--- config.mk ---
export PLATFORM = sky130hd
export DESIGN_NAME = pkg_parse
export DESIGN_NICKNAME = d
export VERILOG_FILES = /design/src/rtl/pkg_parse.sv
export SDC_FILE = /design/constraint.sdc
export NUM_CORES = 1
export LEC_CHECK = 0
export CAP_MARGIN = 20
export CELL_PAD_IN_SITES_DETAIL_PLACEMENT = 2
export CELL_PAD_IN_SITES_GLOBAL_PLACEMENT = 2
export CORE_MARGIN = 2
export CORE_UTILIZATION = 35
export DETAILED_ROUTE_END_ITERATION = 8
export PLACE_DENSITY = 0.9
export SETUP_SLACK_MARGIN = 0.02
export SYNTH_ARGS = -nofsm -noshare
export SYNTH_HDL_FRONTEND = slang
export SYNTH_SLANG_ARGS = --single-unit
--- constraint.sdc ---
create_clock -name clk -period 2.4 [get_ports clk]
set_clock_uncertainty 0.05 [all_clocks]
set_input_delay 0.48 -clock clk [delete_from_list [all_inputs] [get_ports clk]]
set_output_delay 0.48 -clock clk [all_outputs]
set_load 0.02 [all_outputs]
--- src/rtl/pkg_parse.sv ---
// UART-RX word assembler: packs received bytes LSB-first into 32-bit words and
// presents them on a valid/ready output, with inter-byte timeout and overrun reporting.
module pkg_parse #(
    parameter int               TMO_W   = 16,
    parameter logic [TMO_W-1:0] TMO_CYC = 16'd52080
) (
    input  logic        clk,
    input  logic        rst_n,
    input  logic [7:0]  i_urtrx_dat,
    input  logic        i_urtrx_vld,
    input  logic        i_rx_flush,
    output logic [31:0] o_rx_data,
    output logic        o_rx_data_vld,
    input  logic        i_rx_data_rdy,
    output logic        o_rx_busy,
    output logic        o_rx_tmo,
    output logic        o_rx_ovf
);

    typedef enum logic {
        ST_IDLE    = 1'b0,
        ST_COLLECT = 1'b1
    } state_t;

    localparam logic [TMO_W-1:0] TMO_LAST = TMO_CYC - 1'b1;

    state_t           state_q, state_d;
    logic [1:0]       byte_cnt_q, byte_cnt_d;
    logic [TMO_W-1:0] tmo_cnt_q, tmo_cnt_d;
    logic [31:0]      shreg_q, shreg_d;
    logic [31:0]      data_q, data_d;
    logic             vld_q, vld_d;
    logic             busy_q, busy_d;
    logic             tmo_q, tmo_d;
    logic             ovf_q, ovf_d;

    // Output handshake: a word is transferred on any cycle where o_rx_data_vld
    // and i_rx_data_rdy are both high; while vld is high and rdy is low, the
    // data and vld hold steady. A new word may load on the transfer cycle.
    always_comb begin
        state_d    = state_q;
        byte_cnt_d = byte_cnt_q;
        tmo_cnt_d  = tmo_cnt_q;
        shreg_d    = shreg_q;
        data_d     = data_q;
        vld_d      = vld_q & ~i_rx_data_rdy;
        tmo_d      = 1'b0;
        ovf_d      = 1'b0;

        if (i_rx_flush) begin
            state_d    = ST_IDLE;
            byte_cnt_d = 2'd0;
            tmo_cnt_d  = '0;
            data_d     = '0;
            vld_d      = 1'b0;
        end else if (i_urtrx_vld) begin
            tmo_cnt_d = '0;
            shreg_d[{byte_cnt_q, 3'b000} +: 8] = i_urtrx_dat;
            if (byte_cnt_q == 2'd3) begin
                state_d    = ST_IDLE;
                byte_cnt_d = 2'd0;
                // A held word that is not being taken this cycle wins over the new one.
                if (vld_q && !i_rx_data_rdy) begin
                    ovf_d = 1'b1;
                end else begin
                    data_d = shreg_d;
                    vld_d  = 1'b1;
                end
            end else begin
                state_d    = ST_COLLECT;
                byte_cnt_d = byte_cnt_q + 2'd1;
            end
        end else if (state_q == ST_COLLECT) begin
            if (tmo_cnt_q == TMO_LAST) begin
                state_d    = ST_IDLE;
                byte_cnt_d = 2'd0;
                tmo_cnt_d  = '0;
                tmo_d      = 1'b1;
            end else begin
                tmo_cnt_d = tmo_cnt_q + 1'b1;
            end
        end

        busy_d = (byte_cnt_d != 2'd0);
    end

    always_ff @(posedge clk or negedge rst_n) begin
        if (!rst_n) begin
            state_q    <= ST_IDLE;
            byte_cnt_q <= 2'd0;
            tmo_cnt_q  <= '0;
            shreg_q    <= '0;
            data_q     <= '0;
            vld_q      <= 1'b0;
            busy_q     <= 1'b0;
            tmo_q      <= 1'b0;
            ovf_q      <= 1'b0;
        end else begin
            state_q    <= state_d;
            byte_cnt_q <= byte_cnt_d;
            tmo_cnt_q  <= tmo_cnt_d;
            shreg_q    <= shreg_d;
            data_q     <= data_d;
            vld_q      <= vld_d;
            busy_q     <= busy_d;
            tmo_q      <= tmo_d;
            ovf_q      <= ovf_d;
        end
    end

    assign o_rx_data     = data_q;
    assign o_rx_data_vld = vld_q;
    assign o_rx_busy     = busy_q;
    assign o_rx_tmo      = tmo_q;
    assign o_rx_ovf      = ovf_q;

endmodule

# Word level (Yosys, flattened, before mapping)
# Index checks and enable logic that the tools add are counted.
[op_classes] muxes=31 shift=2 mul=0 div=0 n_eq_ne=3 order_cmp=0 n_reduce_logical=8 addsub=3 bitwise_logic=3
[ops] operator="32-bit two-way mux" count=4
[ops] operator="16-bit two-way mux" count=4
[ops] operator="32-bit bitwise mux" count=1
[ops] operator="8-bit by 7-bit variable shift with 32-bit output, first input constant" count=1
[ops] operator="8-bit by 7-bit variable part select with 32-bit output" count=1
[ops] operator="1-bit two-way mux" count=17
[ops] operator="16-bit by 1-bit adder with 16-bit output, second input constant" count=1
[ops] operator="16-bit == test, second input constant" count=1
[ops] operator="2-bit two-way mux" count=5
[ops] operator="5-bit negation with 7-bit output" count=1
[ops] operator="2-bit nonzero test" count=3
[ops] operator="3-bit AND reduction" count=1
[ops] operator="3-bit nonzero test" count=1
[ops] operator="2-bit by 1-bit adder with 2-bit output, second input constant" count=1
[ops] operator="2-bit == test, second input constant" count=1
[ops] operator="2-bit != test, second input constant" count=1
[ops] operator="1-bit NOT" count=2
[ops] operator="2-bit AND reduction" count=1
[ops] operator="1-bit AND" count=1
[ops] operator="1-bit logical AND" count=1
[ops] operator="1-bit zero test" count=1
[totals] mem_bits_ro=0 mem_count=0 ff_bits=87 ram_bits=0 latch_bits=0 elab_cells=59

# Longest topological paths before layout
[depth] depth_word=7 ltp_mapped=6 mapped_depth_nobuf=6

# Least setup slack after synthesis
# No wires, ideal clock.
[synth_timing] kind="reg-to-reg" start="reg byte_cnt_q[0]" end="reg shreg_q[10]" stages_incl_launch_ff=6 slack_ns=0.509 arrival_ns=1.776 synth_period_minus_slack_ns=1.891 n_path_buf=0 cell_sequence="dfrtp_1 > inv_2 > ha_1 > nand2_1 > nor4_2 > a22o_1"
[synth_via] elab_chain_cells=3 elab_cells_between_ends=4 classes_between="1 x add/sub; 2 x shift; 1 x mux"
[synth_lines] item="from (decl)" line="28" text="logic [1:0] byte_cnt_q, byte_cnt_d;"
[synth_lines] item="from (signal assigned)" line="100" text="byte_cnt_q <= byte_cnt_d;"
[synth_lines] item="5-bit negation with 7-bit output *" line="58" text="shreg_d[{byte_cnt_q, 3'b000} +: 8] = i_urtrx_dat;"
[synth_lines] item="8-bit by 7-bit variable part select with 32-bit output / 8-bit by 7-bit variable shift with 32-bit output (equally long branches)" line="58"
[synth_lines] item="32-bit bitwise mux *" line="58"
[synth_lines] item="to (signal assigned)" line="102" text="shreg_q <= shreg_d;"
[synth_lines] item="to (decl)" line="30" text="logic [31:0] shreg_q, shreg_d;"
# Mark *: on every way between the ends. The rest lies on a longest branch, timed or not.
# A chain may end at the register's enable or synchronous reset.

# Final worst setup path
[layout_timing] start="reg byte_cnt_q[0]" end="reg data_q[2], in the netlist o_rx_data[2]"
[layout_via] elab_chain_cells=7 elab_cells_between_ends=11 classes_between="1 x add/sub; 1 x eq/ne; 2 x shift; 5 x mux; 2 x reduce/logical"
[layout_lines] item="5-bit negation with 7-bit output" line="58"
[layout_lines] item="8-bit by 7-bit variable part select with 32-bit output / 8-bit by 7-bit variable shift with 32-bit output (equally long branches)" line="58"
[layout_lines] item="32-bit bitwise mux" line="58"
[layout_lines] item="32-bit two-way mux" line="63" text="if (vld_q && !i_rx_data_rdy) begin"
[layout_lines] item="32-bit two-way mux" line="59" text="if (byte_cnt_q == 2'd3) begin"
[layout_lines] item="32-bit two-way mux" line="56" text="end else if (i_urtrx_vld) begin"
[layout_lines] item="32-bit two-way mux" line="50" text="if (i_rx_flush) begin"
[layout_lines] item="to (signal assigned)" line="103" text="data_q <= data_d;"
[layout_lines] item="to (decl)" line="31" text="logic [31:0] data_q, data_d;"
# Several ways; a longest one is shown, not always the timed one. The select of a mux whose other input is x is not followed.

==> impl_results.rst <==
.. list-table::
   :header-rows: 1

   * - Metric
     - Value
   * - Total core area
     - 0.0114 sq mm
   * - TritonCTS buffer count
     - 9
   * - Relative contribution of sequential cells to total power
     - 46.9%
   * - Worst Setup Slack, final
     - 0.176 ns
   * - Number of hold violations in the final report
     - 0
   * - Weighted congestion reported at the end of routability-driven placement
     - 0.839
   * - Number of DRC markers after the initial detailed-route iteration
     - 142
   * - Post-CTS clock slew at the launch and capture registers of the worst setup and hold paths
     - 0.07 ns
   * - Net switching share of the total power
     - 25.5%
   * - Required time at the endpoint of the critical path
     - 2.61 ns
   * - First-pass GRT wire length
     - 22,500 um
   * - Cells traversed along the worst timing path
     - inv_2 -> ha_1 -> nand2_1 -> nor3_2 -> a21oi_1 -> o21ai_0
   * - Overall fraction of global-route tracks in use
     - 23.0%
   * - Die boundary width
     - 112 um
   * - Result of the run
     - complete, no violations
   * - Synthesized area per cell
     - 9.83 sq um
   * - Cell depth of the worst setup path
     - 6
   * - Worst slew margin relative to its limit
     - 60.8%
   * - Endpoint class of the critical path
     - flip-flop
   * - Antenna diode count
     - 0
   * - Power density relative to cell area
     - 648 mW/mm^2
   * - Slowest Stage Delay on Critical Path
     - 0.48 ns
   * - Slowest cell on the critical path
     - sky130_fd_sc_hd__nor3_2
   * - Worst Max-Slew Pin Slew
     - 0.584 ns
   * - Longest Clk Path Bufs
     - 2
   * - Worst-path fanout max
     - 8
   * - Growth of design area from synthesis to finish
     - 25.2%
   * - Startpoint type of the worst setup path
     - flip-flop
   * - Routed via count
     - 3,557
   * - Fin crit period
     - 2.22 ns
   * - Number of search-and-repair iterations in the first detailed-routing pass
     - 4
   * - Cell family with most CP delay
     - simple AND/OR/NAND/NOR gates
   * - Met3 Routed Length
     - 370 um
   * - Clk Tree Root Cell
     - sky130_fd_sc_hd__clkbuf_16
   * - Pin count of the biggest net entering global routing
     - 48
   * - Final max-slew violation count
     - 0
   * - Top metal layer carrying routed signals
     - met4
   * - Overflow left after global routing
     - 0
   * - Classification of the worst setup path
     - reg2reg
   * - I/O pin count
     - 49
   * - Share of total power in the clock network
     - 43.1%
   * - PortBufs
     - 48
   * - Worst Reg2Reg Path Length in Cells
     - 6
   * - Net count after synthesis
     - 435
   * - Post-route DRC
     - 0
   * - Internal power
     - 2.46 mW
   * - Final Non-Filler Cells
     - 624
   * - Length of routed met2 wiring
     - 7090 um
   * - Number of distinct library cells after synthesis
     - 50
   * - Reported leakage power
     - 2.13 nW
   * - Remaining antenna violation count after routing
     - 0
   * - Average vias per placed instance
     - 5.70
   * - Synthesis warning total
     - 0
   * - Worst slack, placed
     - 0.222 ns
   * - Clock Sink Count
     - 87
   * - Commonest non-fill, non-tap cells in the layout
     - 87 x sky130_fd_sc_hd__dfrtp_1, 72 x sky130_fd_sc_hd__nand2_1, 47 x sky130_fd_sc_hd__clkdlybuf4s50_1, 38 x sky130_fd_sc_hd__a21oi_1, 37 x sky130_fd_sc_hd__o21ai_0
   * - Post-route setup TNS
     - 0 ns
   * - Hold WC Path Type
     - in2async
   * - Placed insts
     - 608
   * - CTS tree
     - done
   * - Drt wl/cell
     - 22.0 um
   * - Post-CTS Resized
     - 0
   * - Initial antenna violation count
     - 0
   * - Portion of the post-synthesis area used by sequential elements
     - 53.4%
   * - Worst Hold Margin
     - 0.0648 ns
   * - Share of the cycle needed by the critical path after routing
     - 92.7%
   * - Number of instances in the synthesized netlist
     - 415
   * - Fraction of layout instances using a drive strength above 1
     - 10.6%
   * - Data arrival time of the critical path
     - 2.44 ns
   * - Post-route total power
     - 3.31 mW
   * - Unrepaired setup endpoints after global routing
     - false
   * - Most common library cell in the layout ignoring fill and taps
     - sky130_fd_sc_hd__dfrtp_1
   * - Die ar.
     - 0.0125 sq mm
   * - Die H
     - 112 um
   * - HPWL Detailed
     - 9240 um
   * - Total detailed-routing wirelength
     - 13,700 um
   * - Reported max-cap violation count
     - 0
   * - Flip-flop and latch count after synthesis
     - 87
   * - Total of hold buffers inserted after clock tree synthesis
     - 0
   * - DRT met1 WL
     - 5920 um
   * - Htree depth
     - 3
   * - Setup bufs post-CTS
     - 0
   * - Clk_lat worst skew
     - 0.35 ns
   * - Final setup violating endpoints
     - 0
   * - Buf/Inv on CP
     - 1
   * - Net Sw Power
     - 0.844 mW
   * - Maximum frequency from static timing analysis
     - 450 MHz
   * - Layout net count
     - 496
   * - Peak VDD IR
     - 365 uV
   * - Total number of placement rows
     - 39
   * - Post-synthesis cell area
     - 0.00408 sq mm
   * - Proportion of power drawn by combinational gates
     - 10.0%
   * - Via count of the first global-routing pass
     - 3,979
   * - Effective utilization at floorplan
     - 35.7%
-- area by class of cell --
type,count,area [sq um]
multi-input combinational,305,1800
clock inverter,3,42.5
timing repair buffer,67,633
tap,143,179
sequential,87,2180
clock buffer,13,250
fill,1217,6310
inverter,6,22.5
-- metal layers --
layer	vias to the layer above	global-route usage (%)
li1	1613	-
met1	1856	29.2
met5	-	0
met2	66	39.9
met4	0	9.43
met3	22	2.89
-- metrics by stage --
step	instance area (sq um)	utilization (%)
6_report	5100	44.7
3_3_place_gp	4810	42.1
5_1_grt	5100	44.7
4_1_cts	5100	44.7
3_5_place_dp	4810	42.1
2_1_floorplan	4080	-
-- power by group through the flow --
stage | combinational [mW] | sequential, mW | clock (mW)
3_3_place_gp | 0.299 | 1.57 | 0
5_1_grt | 0.362 | 1.55 | 1.51
6_report | 0.331 | 1.55 | 1.42
4_1_cts | 0.335 | 1.55 | 1.45
2_1_floorplan | 0.170 | 1.56 | 0
3_5_place_dp | 0.320 | 1.57 | 0
-- worst paths after layout --
check	from	end	slack, ns
setup / recovery	byte_cnt_q[0]$_DFF_PN0_	o_rx_data[2]$_DFFE_PN0P_	0.18
hold / removal	rst_n	o_rx_data[0]$_DFFE_PN0P_	0.06
setup reg to reg	byte_cnt_q[0]$_DFF_PN0_	o_rx_data[2]$_DFFE_PN0P_	0.18
hold reg to reg	o_rx_data[9]$_DFFE_PN0P_	o_rx_data[9]$_DFFE_PN0P_	0.43
max in group asynchronous	rst_n	shreg_q[3]$_DFFE_PN0P_	1.57
min in group clk	o_rx_data[9]$_DFFE_PN0P_	o_rx_data[9]$_DFFE_PN0P_	0.43
-- kinds of logic (layout without fill, tap and decap cells) --
logic type,Yosys count,in the layout,share of synthesized area [%]
simple gates,162,162,22.4
flops,87,87,53.4
fa+ha+maj,7,7,2.15
compound gates,136,136,19.4
buf+inv,23,89,2.64
-- registers in the layout, indices dropped and copies added (netlist names) --
signal,flops
byte_cnt_q,2
tmo_cnt_q,16
o_rx_data,32
o_rx_busy,1
shreg_q,32
o_rx_data_vld,1
state_q,1
o_rx_ovf,1
o_rx_tmo,1
-- cell usage after synthesis, drive strengths merged --
cell type,number,area share (%)
nor2b,33,5.1
o22ai,3,0.46
a21oi,38,4.7
nand2b,3,0.46
ha,7,2.1
and4,3,0.74
and2,1,0.15
nand2,72,6.6
buf,11,1.5
nor4,3,0.98
nand3b,3,0.55
or4,1,0.18
and3,5,0.86
o211ai,3,0.67
nor4bb,1,0.25
nor3,5,1.4
nand3,10,1.2
a311oi,1,0.21
or2,1,0.15
o21ai,57,7.0
or3,2,0.31
nor4b,2,0.95
a41oi,2,0.43
a31oi,14,2.1
o2111ai,3,0.64
clkbuf,6,0.55
a21boi,1,0.18
nand4,7,1.2
inv,6,0.55
a22o,13,2.8
a32o,1,0.25
dfrtp,87,53
or3b,1,0.21
nor2,8,0.74
and4bb,1,0.31
Power figures use the tool's default switching activity.
